### src/rtl/watch_pkg.sv
// rtl/watch_pkg.sv - shared state codes, segment patterns and helpers for the watch display
package watch_pkg;

    localparam logic [2:0] ST_IDLE        = 3'd0;
    localparam logic [2:0] ST_RUN24       = 3'd1;
    localparam logic [2:0] ST_RUN12       = 3'd2;
    localparam logic [2:0] ST_SET_HR24    = 3'd3;
    localparam logic [2:0] ST_TOGGLE_AMPM = 3'd4;
    localparam logic [2:0] ST_SET_MIN24   = 3'd5;
    localparam logic [2:0] ST_SET_HR12    = 3'd6;
    localparam logic [2:0] ST_SET_MIN12   = 3'd7;

    // Segment order {g,f,e,d,c,b,a}, active-low.
    localparam logic [6:0] SEG_0     = 7'b1000000;
    localparam logic [6:0] SEG_1     = 7'b1111001;
    localparam logic [6:0] SEG_2     = 7'b0100100;
    localparam logic [6:0] SEG_3     = 7'b0110000;
    localparam logic [6:0] SEG_4     = 7'b0011001;
    localparam logic [6:0] SEG_5     = 7'b0010010;
    localparam logic [6:0] SEG_6     = 7'b0000010;
    localparam logic [6:0] SEG_7     = 7'b1111000;
    localparam logic [6:0] SEG_8     = 7'b0000000;
    localparam logic [6:0] SEG_9     = 7'b0010000;
    localparam logic [6:0] SEG_BLANK = 7'b1111111;
    localparam logic [6:0] SEG_DASH  = 7'b0111111;
    localparam logic [6:0] SEG_E     = 7'b0000110;

    function automatic logic is_12h(input logic [2:0] st);
        return st inside {ST_RUN12, ST_TOGGLE_AMPM, ST_SET_HR12, ST_SET_MIN12};
    endfunction

    function automatic logic [6:0] seg_of_bcd(input logic [3:0] d);
        logic [6:0] p;
        case (d)
            4'd0:    p = SEG_0;
            4'd1:    p = SEG_1;
            4'd2:    p = SEG_2;
            4'd3:    p = SEG_3;
            4'd4:    p = SEG_4;
            4'd5:    p = SEG_5;
            4'd6:    p = SEG_6;
            4'd7:    p = SEG_7;
            4'd8:    p = SEG_8;
            4'd9:    p = SEG_9;
            default: p = SEG_BLANK;
        endcase
        return p;
    endfunction

endpackage

### src/rtl/watch_bcd_split.sv
// rtl/watch_bcd_split.sv - binary 0-63 to tens/ones BCD with an above-limit flag
module watch_bcd_split (
    input  logic [5:0] value_i,
    input  logic [5:0] limit_i,
    output logic [3:0] tens_o,
    output logic [3:0] ones_o,
    output logic       oor_o
);

    assign tens_o = 4'(value_i / 6'd10);
    assign ones_o = 4'(value_i % 6'd10);
    assign oor_o  = (value_i > limit_i);

endmodule

### src/rtl/watch_display_driver.sv
// rtl/watch_display_driver.sv - HH MM SS on a 6-digit multiplexed common-anode display
// Optional: define WATCH_DISP_LZB_EN to blank the hour tens digit when it is zero.
module watch_display_driver
    import watch_pkg::*;
#(
    parameter int SCAN_DIV  = 1000,
    parameter int BLINK_DIV = 250000
) (
    input  logic       clk,
    input  logic       reset,
    input  logic [5:0] hour,
    input  logic [5:0] min,
    input  logic [5:0] sec,
    input  logic [2:0] st,
    output logic [5:0] an,
    output logic [6:0] seg,
    output logic       dot_n
);

    localparam int SCAN_W  = $clog2(SCAN_DIV);
    localparam int BLINK_W = $clog2(BLINK_DIV);
`ifdef WATCH_DISP_LZB_EN
    localparam logic LZB_EN = 1'b1;
`else
    localparam logic LZB_EN = 1'b0;
`endif

    logic [5:0]         hour_q, min_q, sec_q;
    logic [2:0]         st_q;
    logic [SCAN_W-1:0]  scan_cnt_q, scan_cnt_d;
    logic [2:0]         idx_q, idx_d;
    logic [BLINK_W-1:0] blink_cnt_q, blink_cnt_d;
    logic               blink_off_q, blink_off_d;
    logic [5:0]         an_q, an_d;
    logic [6:0]         seg_q, seg_d;
    logic               dot_n_q, dot_n_d;

    logic       scan_tc, blink_tc, twelve, pm, field_blank, dot_on;
    logic [5:0] hour_mod, hour_disp;
    logic [3:0] hr_tens, hr_ones, mn_tens, mn_ones, sc_tens, sc_ones;
    logic       hr_oor, mn_oor, sc_oor;
    logic [6:0] digit_seg;

    assign scan_tc  = (scan_cnt_q == SCAN_W'(SCAN_DIV - 1));
    assign blink_tc = (blink_cnt_q == BLINK_W'(BLINK_DIV - 1));
    assign twelve   = is_12h(st_q);
    assign pm       = (hour_q >= 6'd12);

    // Out-of-range hours bypass the 12h fold so the splitter still flags them.
    assign hour_mod  = pm ? (hour_q - 6'd12) : hour_q;
    assign hour_disp = (hour_q > 6'd23 || !twelve) ? hour_q
                     : ((hour_mod == 6'd0) ? 6'd12 : hour_mod);

    watch_bcd_split u_hour (.value_i(hour_disp), .limit_i(6'd23),
                            .tens_o(hr_tens), .ones_o(hr_ones), .oor_o(hr_oor));
    watch_bcd_split u_min  (.value_i(min_q), .limit_i(6'd59),
                            .tens_o(mn_tens), .ones_o(mn_ones), .oor_o(mn_oor));
    watch_bcd_split u_sec  (.value_i(sec_q), .limit_i(6'd59),
                            .tens_o(sc_tens), .ones_o(sc_ones), .oor_o(sc_oor));

    always_comb begin
        scan_cnt_d = scan_tc ? '0 : scan_cnt_q + 1'b1;
        idx_d      = idx_q;
        if (scan_tc) begin
            idx_d = (idx_q == 3'd5) ? 3'd0 : idx_q + 3'd1;
        end
        blink_cnt_d = blink_cnt_q + 1'b1;
        blink_off_d = blink_off_q;
        if (st != st_q) begin
            blink_cnt_d = '0;
            blink_off_d = 1'b0;
        end else if (blink_tc) begin
            blink_cnt_d = '0;
            blink_off_d = ~blink_off_q;
        end
    end

    always_comb begin
        digit_seg = SEG_BLANK;
        case (idx_q)
            3'd0: digit_seg = sc_oor ? SEG_E : seg_of_bcd(sc_ones);
            3'd1: digit_seg = sc_oor ? SEG_E : seg_of_bcd(sc_tens);
            3'd2: digit_seg = mn_oor ? SEG_E : seg_of_bcd(mn_ones);
            3'd3: digit_seg = mn_oor ? SEG_E : seg_of_bcd(mn_tens);
            3'd4: digit_seg = hr_oor ? SEG_E : seg_of_bcd(hr_ones);
            3'd5: begin
                if (hr_oor) begin
                    digit_seg = SEG_E;
                end else if (LZB_EN && hr_tens == 4'd0) begin
                    digit_seg = SEG_BLANK;
                end else begin
                    digit_seg = seg_of_bcd(hr_tens);
                end
            end
            default: digit_seg = SEG_BLANK;
        endcase
    end

    assign field_blank = blink_off_q &&
        (((st_q == ST_SET_HR24 || st_q == ST_SET_HR12) && idx_q >= 3'd4) ||
         ((st_q == ST_SET_MIN24 || st_q == ST_SET_MIN12) && (idx_q == 3'd2 || idx_q == 3'd3)));
    assign dot_on = (idx_q == 3'd4) && twelve && pm &&
                    !(st_q == ST_TOGGLE_AMPM && blink_off_q);

    // The cycle the index advances is shown dark to avoid ghosting.
    always_comb begin
        an_d    = 6'b111111;
        seg_d   = SEG_BLANK;
        dot_n_d = 1'b1;
        if (!scan_tc) begin
            an_d    = ~(6'b000001 << idx_q);
            seg_d   = (st_q == ST_IDLE) ? SEG_DASH : (field_blank ? SEG_BLANK : digit_seg);
            dot_n_d = ~dot_on;
        end
    end

    always_ff @(posedge clk or posedge reset) begin
        if (reset) begin
            hour_q      <= '0;
            min_q       <= '0;
            sec_q       <= '0;
            st_q        <= ST_IDLE;
            scan_cnt_q  <= '0;
            idx_q       <= '0;
            blink_cnt_q <= '0;
            blink_off_q <= 1'b0;
            an_q        <= 6'b111111;
            seg_q       <= SEG_BLANK;
            dot_n_q     <= 1'b1;
        end else begin
            hour_q      <= hour;
            min_q       <= min;
            sec_q       <= sec;
            st_q        <= st;
            scan_cnt_q  <= scan_cnt_d;
            idx_q       <= idx_d;
            blink_cnt_q <= blink_cnt_d;
            blink_off_q <= blink_off_d;
            an_q        <= an_d;
            seg_q       <= seg_d;
            dot_n_q     <= dot_n_d;
        end
    end

    assign an    = an_q;
    assign seg   = seg_q;
    assign dot_n = dot_n_q;

endmodule

### config.mk
export PLATFORM = sky130hd
export DESIGN_NAME = watch_display_driver
export DESIGN_NICKNAME = d
export VERILOG_FILES = /design/src/rtl/watch_pkg.sv /design/src/rtl/watch_bcd_split.sv /design/src/rtl/watch_display_driver.sv
export SDC_FILE = /design/constraint.sdc
export NUM_CORES = 1
export LEC_CHECK = 0
export ABC_AREA = 1
export CAP_MARGIN = 20
export CORE_ASPECT_RATIO = 1.4
export CORE_MARGIN = 1.5
export CORE_UTILIZATION = 57
export CTS_CLUSTER_SIZE = 30
export DETAILED_ROUTE_END_ITERATION = 6
export PLACE_DENSITY = 0.78
export SYNTH_ARGS = -nofsm -noshare
export SYNTH_HDL_FRONTEND = slang
export SYNTH_SLANG_ARGS = --single-unit
### constraint.sdc
create_clock -name clk -period 5.3 [get_ports clk]
set_input_delay 0.795 -clock clk [delete_from_list [all_inputs] [get_ports clk]]
set_output_delay 0.795 -clock clk [all_outputs]
set_load 0.05 [all_outputs]
# [Yosys cells after proc, flatten, opt, wreduce, memory -nomap -nowiden]
# Memory sizes are Yosys's and may differ from the RTL's.
# Index checks and enable logic that the tools add are counted.
[op_classes] div_mod_pow=6 add_sub_neg=4 n_bitwise=3 eq_ne=14 n_mux=21 n_shift=1 magnitude_cmp=6 reduce_logical=19
[op_table] op="two-way mux 7 bit" n=9
[op_table] op="one-hot mux 7 bit (6 select lines)" n=1
[op_table] op="two-way mux 18 bit" n=2
[op_table] op="two-way mux 6 bit" n=4
[op_table] op="adder 18 x 1 -> 18 bit (second input constant)" n=1
[op_table] op="divider 6 x 4 -> 6 bit (second input constant)" n=3
[op_table] op="equality test 18 bit (second input constant)" n=1
[op_table] op="equality test 3 bit (second input constant)" n=6
[op_table] op="remainder unit 6 x 4 -> 6 bit (second input constant)" n=3
[op_table] op="equality test 3 x 2 -> 1 bit (second input constant)" n=4
[op_table] op="> comparator 6 x 5 -> 1 bit (second input constant)" n=2
[op_table] op="> comparator 6 bit (second input constant)" n=2
[op_table] op="adder 10 x 1 -> 10 bit (second input constant)" n=1
[op_table] op="equality test 10 bit (second input constant)" n=1
[op_table] op="two-way mux 10 bit" n=1
[op_table] op="logical AND 1 bit" n=7
[op_table] op=">= comparator 6 x 4 -> 1 bit (second input constant)" n=1
[op_table] op="zero test 3 bit" n=2
[op_table] op="zero test 6 bit" n=1
[op_table] op="NOT 6 bit" n=1
[op_table] op="<< shifter 1 x 3 -> 6 bit (first input constant)" n=1
[op_table] op="subtractor 6 x 4 -> 6 bit (second input constant)" n=1
[op_table] op="logical OR 1 bit" n=5
[op_table] op="nonzero test 4 bit" n=1
[op_table] op="other kinds (9)" n=13
[totals] output_inout_bits=14 mem_bits_ro=672 input_bits=23 wordCells=91 n_memories=6 regBits=67
[mem_list] memory="(name not given)" depth=16 width=7 rd=1 rd_clocked_by_memory_dff=0 wr=0 line_no="watch_pkg.sv:34" text="case (d)"
[mem_list] memory="(name not given)" depth=16 width=7 rd=1 rd_clocked_by_memory_dff=0 wr=0 line_no="watch_pkg.sv:34"
[mem_list] memory="(name not given)" depth=16 width=7 rd=1 rd_clocked_by_memory_dff=0 wr=0 line_no="watch_pkg.sv:34"
[mem_list] memory="(name not given)" depth=16 width=7 rd=1 rd_clocked_by_memory_dff=0 wr=0 line_no="watch_pkg.sv:34"
[mem_list] memory="(name not given)" depth=16 width=7 rd=1 rd_clocked_by_memory_dff=0 wr=0 line_no="watch_pkg.sv:34"
[mem_list] memory="(name not given)" depth=16 width=7 rd=1 rd_clocked_by_memory_dff=0 wr=0 line_no="watch_pkg.sv:34"

# [Longest topological paths before layout]
# Gate-level depths: netlist of run 1.
# An unclocked memory read counts as a cell.
[depth] ltp_word=12 mapped_depth=32

# [Modules after synthesis]
# A second synthesis of run 1 with hierarchy kept.
[hier_totals] hier_cells=793 area_unflattened_um2=5642.9
[by_module_without_submodules] module="watch_display_driver" instances=1 cells_per_inst=577 area_per_inst_um2=4356.7
[by_module_without_submodules] module="watch_bcd_split (u_hour ...)" instances=2 cells_per_inst=72 area_per_inst_um2=427.9
[by_module_without_submodules] module="watch_bcd_split (u_sec)" instances=1 cells_per_inst=72 area_per_inst_um2=430.4

# [Worst setup path before layout of run 1]
# OpenSTA, ideal clock, no wires.
[synth_timing] kind="register to register" from="register hour_q[2]" to="register seg_q[3], in the netlist seg[3]" synth_period_minus_slack_ns=3.368 slack_ns=1.932 stages_incl_launch_ff=31 required_time_ns=5.211 arrival_ns=3.280 setup_ns=0.089 cell_sequence="dfrtp_1 ha_1 nor2_2 nand2_1 nand2_1 nand2_2 nand2_1 inv_1 nand2_1 nand3_4 nand2_2 nand3_1 nand2_1 inv_1 ha_1 nand2_1 nand4_1 nand2_2 nand3_1 nand3_2 nand2_4 nand2_8 nand2_1 nand2_2 inv_1 ha_1 inv_1 o21ai_1 nand2_1 nand2_1 nand3_1"
[synth_between] elab_chain_len=12 elab_cells_between_ends=19 classes_between="add/sub (1); div (2); order compare (3); mux (9); reduce/logical (2); memory (2)"
[synth_rtl] element="start: declaration" line_no="watch_display_driver.sv:28" text="logic [5:0] hour_q, min_q, sec_q;"
[synth_rtl] element="start signal: assignment" line_no="watch_display_driver.sv:131" text="hour_q <= hour;"
[synth_rtl] element="subtractor 6 x 4 -> 6 bit / >= comparator 6 x 4 -> 1 bit (equally long branches)" line_no="watch_display_driver.sv:50, watch_display_driver.sv:47"
[synth_rtl] element="two-way mux 6 bit" line_no="watch_display_driver.sv:50" text="assign hour_mod = pm ? (hour_q - 6'd12) : hour_q;"
[synth_rtl] element="zero test 6 bit" line_no="watch_display_driver.sv:52" text=": ((hour_mod == 6'd0) ? 6'd12 : hour_mod);"
[synth_rtl] element="two-way mux 6 bit" line_no="watch_display_driver.sv:52"
[synth_rtl] element="two-way mux 6 bit (*)" line_no="watch_display_driver.sv:51" text="assign hour_disp = (hour_q > 6'd23 || !twelve) ? hour_q"
[synth_rtl] element="divider 6 x 4 -> 6 bit / remainder unit 6 x 4 -> 6 bit (equally long branches)" line_no="watch_bcd_split.sv:10, watch_bcd_split.sv:11"
[synth_rtl] element="memory (16 x 7 bit)"
[synth_rtl] element="two-way mux 7 bit (on tied branches)" line_no="watch_display_driver.sv:87, watch_display_driver.sv:85"
[synth_rtl] element="one-hot mux 7 bit (6 select lines) (*)" line_no="watch_display_driver.sv:80" text="case (idx_q)"
[synth_rtl] element="two-way mux 7 bit (*) (2 in a row)" line_no="watch_display_driver.sv:112" text="seg_d = (st_q == ST_IDLE) ? SEG_DASH : (field_blank ? SEG_BLANK : digit_seg);"
[synth_rtl] element="two-way mux 7 bit (*)" line_no="watch_display_driver.sv:110" text="if (!scan_tc) begin"
[synth_rtl] element="named net seg_d[3]" line_no="watch_display_driver.sv:35" text="logic [6:0] seg_q, seg_d;"
[synth_rtl] element="end signal: assignment" line_no="watch_display_driver.sv:140" text="seg_q <= seg_d;"
[synth_rtl] element="end: declaration" line_no="watch_display_driver.sv:35"
# The timed path passes the listed nets; every way through them passes the cells marked *.
# A chain may end at the register's enable or synchronous reset.

# [Final worst setup path of run 1]
[layout_timing] from="register hour_q[2]" to="register seg_q[6], in the netlist seg[6]"
# Same word-level chain as after synthesis.

==> metrics.md, run 1 <==
| Metric | Value |
|---|---|
| Status | `finished, final reports clean` |
| Synth area leader | `dfrtp_1` |
| Setup ws final | `1.332 ns` |
| VDD IR-drop max | `0.2488 mV` |
| Most common cell after layout, fill and taps aside | `nand2_1` |
| Fin util | `67.16%` |
| Mapped Cells | `654` |
| Synth area leaders | `dfrtp_1, ha_1, nand2_1` |
| Pre-CTS setup slack | `1.403 ns` |
| Worst-skew pair later-pin latency | `0.33 ns` |
| PortBufs | `36` |
| Initial Util | `58.10%` |
| Flops & latches, synth | `67` |
| Final setup fails | `0` |
| Gr usage total | `24.45%` |
| Clock root cell | `clkbuf_16` |
| WL final | `10500 um` |
| Cts hold-fix bufs | `0` |
| Pin count of the biggest net entering global routing | `51` |
| WP data arrival | `4.22 ns` |
| Synth warn | `0` |
| Worst Setup End Kind | `flop` |
| CTS tree | `done` |
| Clk sinks | `67` |
| DRC violations left | `0` |
| Die width | `81.71 um` |
| Via Count | `4327` |
| Vias in the first global route | `4253` |
| Vias per std cell | `5.362` |
| Critical Path Most Common Cell | `nand2_1` |
| Max incr delay on CP | `0.44 ns` |
| Detailed placer's ending HPWL | `8321 um` |
| Setup TNS | `0 ns` |
| CP Max Fanout | `8` |
| First-pass GRT wire length | `17660 um` |
| Ant. Diodes | `0` |
| Synth cell types | `47` |
| Fin nets | `769` |
| GPL Wtd Cong | `0.9270` |
| Number of routed nets with antenna violations | `0` |
| Worst-Margin Slew | `0.8008 ns` |
| Fin crit share | `74.87%` |
| Inst Count DP | `792` |
| GRT Residual Overflow | `0` |
| Fin. Hold Viols | `0` |
| Layout cells sized above 1 | `12.82%` |
| Sequential fraction of the synthesis area | `34.27%` |
| Commonest cells after routing, fill and taps aside | `nand2_1, inv_1, nor2_1` |
| First-pass iteration count of the detailed router | `5` |
| Unrepaired setup endpoints after global routing | `no` |
| Area growth, synth to finish | `15.59%` |
| Crit start category | `flop` |
| Post-CTS Resized | `0` |
| Die ar. | `9248 um2` |
| Max Clock Skew | `0.006979 ns` |
| H-tree levels | `3` |
| Syn avg cell area | `7.559 um2` |
| Initial antenna violation count | `0` |
| Maxcap violations | `0` |
| DIE HEIGHT | `113.2 um` |
| Critical Path Slowest Stage Cell | `dfrtp_1` |
| CORE AREA | `8508 um2` |
| Post-CTS Repair Setup Buffers | `0` |
| Placed Area | `5420 um2` |
| Mapped cell area | `4943 um2` |
| Final instance area | `5714 um2` |
| Fin crit period | `3.968 ns` |
| P_leak | `2.800 nW` |
| Req. time, crit path | `5.55 ns` |
| Pwr dens | `303.6 nW/um2` |
| Top-level port count | `37` |
| Num rows | `40` |
| Clock slew at reported path FFs | `0.06 ns` |
| Starting DRT DRC Count | `288` |
| Num CTS Buffers | `9` |
| Final Max Tran Viols | `0` |
| Top cell type's share of synthesized area | `26.83%` |
| Hold Path Class | `flop to flop` |
| Clock buffer depth | `2` |
| Fmax | `252.0 MHz` |
| Slew headroom | `46.46%` |
| WS Path Type | `flop to flop` |
| Mapped Nets | `725` |
| WL per Instance | `13.01 um` |
| Fin cells | `807` |
[power by group]
part,internal [mW],switching (mW)
Sequential,0.556,0.0178
Combinational,0.193,0.381
Clock,0.374,0.212
[cell families (layout without fill, tap and decap cells)]
family,count (synthesis),in the layout,synth area share (%)
buffers and inverters,122,170,9.415
AOI/OAI and AO/OA,91,91,11.49
DFF,67,67,34.27
adders and majority gates,48,48,12.15
xor gates and xnor gates,13,13,2.911
and+or+nand+nor,313,313,29.77
[final timing paths]
kind / endpoint / from / cells after the start / slack, ns
worst max-delay path: seg[6] / hour_q[2] / 32 / 1.33
worst min-delay path: blink_cnt_q[0] / blink_cnt_q[0] / 1 / 0.47
worst max register to register: seg[6] / hour_q[2] / 32 / 1.33
worst min register to register: blink_cnt_q[0] / blink_cnt_q[0] / 1 / 0.47
max in group asynchronous: hour_q[0] / reset / 3 / 3.60
min in group asynchronous: min_q[3] / reset / 2 / 0.76
[layer usage]
metal  vias to the layer above  wire, um  track usage (%)
li1                       2179         -                -
met4                         0       229            9.040
met2                        62      5666            45.40
met3                        18       188            4.839
met1                      2068      4413            26.58
met5                         -         0                0
[state kept, by name, indices dropped and copies added, names as in the netlist]
name and count:
an 6, blink_cnt_q 18, blink_off_q 1, dot_n 1, hour_q 6, idx_q 3
min_q 6, scan_cnt_q 10, sec_q 6, seg 7, st_q 3
[through the flow]
step / power (mW) / hold WS (ns)
4_1_cts: 1.745 / 0.4727
2_1_floorplan: 1.017 / 0.4329
5_1_grt: 1.832 / 0.4920
3_5_place_dp: 1.154 / 0.4676
3_3_place_gp: 1.137 / 0.4555
6_report: 1.735 / 0.4663
[worst max-delay path: cells and delay by family (launching register included)]
family | cells | cell delay, ns
fa+ha+maj | 3 | 0.63
buf+inv | 3 | 0.26
flops | 1 | 0.44
simple gates | 26 | 2.53
[cell usage after synthesis, drive strengths merged]
library cell,count
nand4,8
nor4,8
ha,48
o21ai,43
o211ai,5
o2111ai,4
nor3,12
a21oi,29
xnor2,4
a21o,1
clkbuf,3
or3,1
xor2,9
dfrtp,53
nand3b,1
o221a,1
or2,6
a2111oi,1
nand2,168
and2,1
o22ai,1
and3,3
o31ai,3
dfstp,14
nand3,42
inv,118
a211oi,1
buf,1
nor2,63
a22oi,1
a221oi,1
[layout make-up]
type	count	area (um2)
Clock buffer	11	242.7
Clock inverter	4	51.30
Fill cell	716	2794
Inverter	118	442.9
Multi-Input combinational cell	465	2784
Sequential cell	67	1694
Tap cell	105	131.4
Timing Repair Buffer	37	367.9
Note: power is estimated with default switching activity, not from simulation.
==> run 2: changes to the inputs <==
--- a/config.mk
+++ b/config.mk
@@ -9,10 +9,10 @@
 export CAP_MARGIN = 20
 export CORE_ASPECT_RATIO = 1.4
 export CORE_MARGIN = 1.5
-export CORE_UTILIZATION = 57
+export CORE_UTILIZATION = 54
 export CTS_CLUSTER_SIZE = 30
 export DETAILED_ROUTE_END_ITERATION = 6
-export PLACE_DENSITY = 0.78
+export PLACE_DENSITY = 0.77
 export SYNTH_ARGS = -nofsm -noshare
 export SYNTH_HDL_FRONTEND = slang
 export SYNTH_SLANG_ARGS = --single-unit
==> constraint.sdc (replaced) <==
create_clock -name clk -period 3.44 [get_ports clk]
set_input_delay 0.516 -clock clk [delete_from_list [all_inputs] [get_ports clk]]
set_output_delay 0.516 -clock clk [all_outputs]
set_load 0.05 [all_outputs]
==> metrics.md, run 2 (synthesized netlist as in run 1, its figures left out) <==
| Metric | Value |
|---|---|
| DRC violations left | `0 (unchanged)` |
| Maxcap violations | `0 (unchanged)` |
| H-tree levels | `3 (unchanged)` |
| Starting DRT DRC Count | `139 (was 288)` |
| Commonest cells after routing, fill and taps aside | `nand2_1, inv_1, nor2_1 (unchanged)` |
| Setup TNS | `-0.4949 ns (was 0 ns)` |
| Fin. Hold Viols | `0 (unchanged)` |
| Critical Path Slowest Stage Cell | `dfrtp_1 (unchanged)` |
| WP data arrival | `3.82 ns (was 4.22 ns)` |
| Die width | `83.87 um (was 81.71 um)` |
| Final setup fails | `7 (was 0)` |
| Fin nets | `795 (was 769)` |
| Num CTS Buffers | `9 (unchanged)` |
| Pin count of the biggest net entering global routing | `66 (was 51)` |
| Cts hold-fix bufs | `0 (unchanged)` |
| P_leak | `3.001 nW (was 2.800 nW)` |
| GRT Residual Overflow | `0 (unchanged)` |
| Fin crit share | `103.0% (was 74.87%)` |
| Top-level port count | `37 (unchanged)` |
| Status | `finished with violations (was finished, final reports clean)` |
| Pre-CTS setup slack | `-0.1588 ns (was 1.403 ns)` |
| Number of flip-flops in the largest register | `18 (unchanged)` |
| Fillcell total | `712 (was 716)` |
| Final instance area | `6331 um2 (was 5714 um2)` |
| WL final | `11710 um (was 10500 um)` |
| PortBufs | `36 (unchanged)` |
| Ant. Diodes | `0 (unchanged)` |
| DIE HEIGHT | `116.2 um (was 113.2 um)` |
| Fin cells | `836 (was 807)` |
| WS Path Type | `flop to flop (unchanged)` |
| Worst Setup End Kind | `flop (unchanged)` |
| Via Count | `4457 (was 4327)` |
| Critical Path Most Common Cell | `nand2_4 (was nand2_1)` |
| Placed Area | `5513 um2 (was 5420 um2)` |
| Most common cell after layout, fill and taps aside | `nand2_1 (unchanged)` |
| Unrepaired setup endpoints after global routing | `yes (was no)` |
| Pwr dens | `466.6 nW/um2 (was 303.6 nW/um2)` |
| CTS tree | `done (unchanged)` |
| Fmax | `282.3 MHz (was 252.0 MHz)` |
| Gr usage total | `23.83% (was 24.45%)` |
| Initial Util | `55.07% (was 58.10%)` |
| First-pass iteration count of the detailed router | `5 (unchanged)` |
| GPL Wtd Cong | `0.9000 (was 0.9270)` |
| Clock buffer depth | `2 (unchanged)` |
| Initial antenna violation count | `0 (unchanged)` |
| Worst-skew pair later-pin latency | `0.34 ns (was 0.33 ns)` |
| Req. time, crit path | `3.72 ns (was 5.55 ns)` |
| CP Max Fanout | `6 (was 8)` |
| Max Clock Skew | `0.009938 ns (was 0.006979 ns)` |
| Vias per std cell | `5.331 (was 5.362)` |
| Final Max Tran Viols | `0 (unchanged)` |
| First-pass GRT wire length | `18720 um (was 17660 um)` |
| Setup ws final | `-0.1025 ns (was 1.332 ns)` |
| Area growth, synth to finish | `28.07% (was 15.59%)` |
| Largest register by flop count | `blink_cnt_q (unchanged)` |
| Slew headroom | `45.63% (was 46.46%)` |
| Clock slew at reported path FFs | `0.06 ns (about the same)` |
| Detailed placer's ending HPWL | `8236 um (was 8321 um)` |
| Failing checks | `negative setup slack` |
| Number of routed nets with antenna violations | `0 (unchanged)` |
| Die ar. | `9746 um2 (was 9248 um2)` |
| Clock root cell | `clkbuf_16 (unchanged)` |
| Vias in the first global route | `4434 (was 4253)` |
| Multi-input gate area | `3192 um2 (was 2784 um2)` |
| Clk sinks | `67 (unchanged)` |
| VDD IR-drop max | `0.3916 mV (was 0.2488 mV)` |
| Fin crit period | `3.543 ns (was 3.968 ns)` |
| Sequential cell area | `1695 um2 (was 1694 um2)` |
| CORE AREA | `8977 um2 (was 8508 um2)` |
| Num rows | `41 (was 40)` |
| Final hold slack | `0.3343 ns (was 0.4663 ns)` |
| Max incr delay on CP | `0.39 ns (was 0.44 ns)` |
| Inst Count DP | `806 (was 792)` |
| Crit start category | `flop (unchanged)` |
| Worst-Margin Slew | `0.8155 ns (was 0.8008 ns)` |
| Hold Path Class | `input pin to asynchronous set/reset pin (was flop to flop)` |
| Layout cells sized above 1 | `23.46% (was 12.82%)` |
| WL per Instance | `14.00 um (was 13.01 um)` |
## run 2: changes by cell type in the layout (fill, tap and decap cells not counted), moves of 4 or more
| cell | previous run | this run |
|---|---|---|
| buf_4 | 1 | 23 |
| ha_1 | 48 | 39 |
| ha_4 | 0 | 7 |
| inv_1 | 108 | 100 |
| inv_2 | 10 | 15 |
| nand2_1 | 147 | 130 |
| nand2_2 | 15 | 21 |
| nand2_4 | 5 | 14 |
| nand3_1 | 35 | 25 |
| nand3_2 | 6 | 10 |
| nand3_4 | 1 | 7 |
## run 2: final cells by class
cell class	instances	share of cell area, %
repair buffers	62	8.953
multi-input cells	466	50.42
clock inverters	6	1.008
well taps	107	2.115
flip-flops and latches	67	26.78
clock buffers	10	3.617
inverters	118	7.115
## run 2: per-layer routing
layer  global-route usage, %  vias up  wire [um]
li1                        -     2228          -
met1                   23.91     2099       4509
met2                   46.45       93       6457
met3                   4.170       37        305
met4                   13.22        0        434
met5                       0        -          0
## run 2: through the flow
step                      power [mW]  utilization [%]
after floorplan                1.567                -
after global placement         1.774            61.41
after detailed placement       1.800            61.41
after CTS                      2.737            65.69
after global routing           3.110            70.52
final                          2.954            70.52
## run 2: report_power, final
part           leakage [nW]  total, mW  switching, mW  internal, mW
clock                 0.139      0.905          0.345         0.560
sequential            0.823      0.889         0.0312         0.857
combinational          2.04       1.16          0.730         0.430
total                  3.00       2.95           1.11          1.85
## run 2: worst paths after layout
kind	end	depth (start not counted)	from	slack (ns)
worst max-delay path	seg[4]	30	hour_q[2]	-0.10
worst min register to register	blink_cnt_q[0]	1	blink_cnt_q[0]	0.49
worst min-delay path	hour_q[4]	2	reset	0.33
worst max register to register	seg[4]	30	hour_q[2]	-0.10
max in group asynchronous	hour_q[3]	3	reset	2.11
min in group clk	blink_cnt_q[0]	1	blink_cnt_q[0]	0.49
## run 2: critical path, delay by kind of cell, from the launching register on
| kind | cells | cell delay, ns |
|---|---|---|
| flops | 1 | 0.39 |
| simple gates | 23 | 2.29 |
| fa+ha+maj | 3 | 0.51 |
| buf+inv | 4 | 0.26 |
## run 2: repair_timing
action | 4_1_cts | 5_1_grt
pin swaps | 5 | 37
gates cloned | 0 | 1
endpoints found under the setup margin | 7 | 7
buffers inserted | 3 | 10
resized for setup | 19 | 74
==> run 3: changes to the inputs <==
--- a/config.mk
+++ b/config.mk
@@ -12,6 +12,8 @@
 export CORE_UTILIZATION = 54
 export CTS_CLUSTER_SIZE = 30
 export DETAILED_ROUTE_END_ITERATION = 6
+export GPL_ROUTABILITY_DRIVEN = 0
+export HOLD_SLACK_MARGIN = 0.08
 export PLACE_DENSITY = 0.77
 export SYNTH_ARGS = -nofsm -noshare
 export SYNTH_HDL_FRONTEND = slang
==> metrics.md, run 3 (synthesized netlist as in run 1, its figures left out) <==
| Metric | Value |
|---|---|
| Via Count | `4446 (was 4457)` |
| Initial antenna violation count | `0 (unchanged)` |
| Num rows | `41 (unchanged)` |
| Final hold slack | `0.4655 ns (was 0.3343 ns)` |
| Fin util | `68.74% (was 70.52%)` |
| Starting DRT DRC Count | `223 (was 139)` |
| Worst R2R Start | `hour_q[3] (was hour_q[2])` |
| Ant. Diodes | `0 (unchanged)` |
| CP delay by family, top | `simple AND/OR/NAND/NOR gates (unchanged)` |
| Die width | `83.87 um (unchanged)` |
| Fin. Hold Viols | `0 (unchanged)` |
| Pre-CTS setup slack | `-0.2656 ns (was -0.1588 ns)` |
| Crit Reg-Reg Endpoint | `seg[0] (was seg[4])` |
| Final instance area | `6171 um2 (was 6331 um2)` |
| Area growth, synth to finish | `24.83% (was 28.07%)` |
| Die ar. | `9746 um2 (unchanged)` |
| Fin crit share | `100.3% (was 103.0%)` |
| Pin count of the biggest net entering global routing | `33 (was 66)` |
| Final setup fails | `3 (was 7)` |
| Crit start category | `flop (unchanged)` |
| WS Path Type | `flop to flop (unchanged)` |
| Bufs and invs on worst path | `5 (was 4)` |
| Detailed placer's ending HPWL | `8344 um (was 8236 um)` |
| Vias per std cell | `5.325 (was 5.331)` |
| Top-level port count | `37 (unchanged)` |
| First-pass iteration count of the detailed router | `5 (unchanged)` |
| Setup ws final | `-0.01204 ns (was -0.1025 ns)` |
| DRC violations left | `0 (unchanged)` |
| CORE AREA | `8977 um2 (unchanged)` |
| GRT Residual Overflow | `0 (unchanged)` |
| Fin crit period | `3.452 ns (was 3.543 ns)` |
| Worst-Margin Slew | `0.6456 ns (was 0.8155 ns)` |
| Clock root cell | `clkbuf_16 (unchanged)` |
| Req. time, crit path | `3.68 ns (was 3.72 ns)` |
| P_leak | `2.946 nW (was 3.001 nW)` |
| Worst hold start | `blink_cnt_q[0]` |
| Worst Hold Depth | `1` |
| WP depth | `28 (was 30)` |
| Fmax | `289.7 MHz (was 282.3 MHz)` |
| WP data arrival | `3.69 ns (was 3.82 ns)` |
| Maxcap violations | `0 (unchanged)` |
| Placed Area | `5528 um2 (was 5513 um2)` |
| First-pass GRT wire length | `18240 um (was 18720 um)` |
| DIE HEIGHT | `116.2 um (unchanged)` |
| PortBufs | `36 (unchanged)` |
| Pwr dens | `449.7 nW/um2 (was 466.6 nW/um2)` |
| Clk sinks | `67 (unchanged)` |
| Initial Util | `55.07% (unchanged)` |
| Layout cells sized above 1 | `21.15% (was 23.46%)` |
| Unrepaired setup endpoints after global routing | `yes (unchanged)` |
| Num CTS Buffers | `9 (unchanged)` |
| Max Clock Skew | `0.007046 ns (was 0.009938 ns)` |
| Vias in the first global route | `4252 (was 4434)` |
| CP Max Fanout | `4 (was 6)` |
| Largest register by flop count | `blink_cnt_q (unchanged)` |
| WL final | `11130 um (was 11710 um)` |
| Cts hold-fix bufs | `0 (unchanged)` |
| WL per Instance | `13.33 um (was 14.00 um)` |
| Clock slew at reported path FFs | `0.06 ns (about the same)` |
| H-tree levels | `3 (unchanged)` |
| CTS tree | `done (unchanged)` |
| Fin nets | `795 (unchanged)` |
| Number of flip-flops in the largest register | `18 (unchanged)` |
| Hold Path Class | `flop to flop (was input pin to asynchronous set/reset pin)` |
| Critical Path Most Common Cell | `nand2_2 (was nand2_4)` |
| Status | `finished with violations (unchanged)` |
| VDD IR-drop max | `0.4401 mV (was 0.3916 mV)` |
| Commonest cells after routing, fill and taps aside | `nand2_1, inv_1, nor2_1 (unchanged)` |
| Worst-skew pair later-pin latency | `0.33 ns (was 0.34 ns)` |
| Worst Setup End Kind | `flop (unchanged)` |
| Gr usage total | `23.18% (was 23.83%)` |
| Reg2Reg Depth | `28 (was 30)` |
| Slew headroom | `56.90% (was 45.63%)` |
| Number of routed nets with antenna violations | `0 (unchanged)` |
| Reg2reg setup slack | `-0.01 ns (was -0.10 ns)` |
| Max incr delay on CP | `0.43 ns (was 0.39 ns)` |
| Critical Path Slowest Stage Cell | `dfrtp_1 (unchanged)` |
| Failing checks | `negative setup slack (unchanged)` |
| WHS Endpoint | `blink_cnt_q[0]` |
| Total power | `2.775 mW (was 2.954 mW)` |
| Final Max Tran Viols | `0 (unchanged)` |
| Clock buffer depth | `2 (unchanged)` |
| Most common cell after layout, fill and taps aside | `nand2_1 (unchanged)` |
## run 3: report_power, final
| group | switching (mW) | internal (mW) | leakage, nW |
|---|---|---|---|
| sequential | 0.0278 | 0.857 | 0.824 |
| combinational | 0.669 | 0.392 | 2.00 |
| clock | 0.328 | 0.501 | 0.124 |
| total | 1.02 | 1.75 | 2.95 |
## run 3: layer usage
layer / part of all wire (%) / up-vias / track usage [%]
li1: - / 2231 / -
met1: 39 / 2067 / 24.55
met2: 54 / 116 / 44.14
met3: 3.4 / 32 / 4.311
met4: 3.5 / 0 / 11.48
met5: 0 / - / 0
## run 3: worst max-delay path by stage
stage,from,endpoint,slack (ns)
final,hour_q[3],seg[0],-0.01
after global routing,hour_q[3],seg[0],-0.22
after CTS,hour_q[2],seg[0],-0.01
after detailed placement,hour_q[3],seg[0],-0.27
after global placement,hour_q[3],seg[0],-0.03
after floorplan,hour_q[2],seg[3],0.07
## run 3: repair_timing
item | 4_1_cts | 5_1_grt
endpoints found under the hold margin | 0 | 0
gates cloned | 0 | 1
pin swaps | 6 | 23
setup endpoints to repair | 7 | 7
resized for setup | 15 | 47
setup buffers | 2 | 9
## run 3: final cells by class
type,instances,area (um2)
multi-input cells,466,3060
fillers,726,2806
flip-flops and latches,67,1694
repair buffers,62,566.8
inverters,118,445.4
clock buffers,11,242.7
well taps,107,133.9
clock inverters,4,27.53
## run 3: through the flow
step | cells | setup TNS (ns)
floorplan | 654 | 0
global placement | 808 | -0.02553
detailed placement | 808 | -1.266
CTS | 825 | -0.01010
global route | 835 | -1.256
finish | 835 | -0.01474
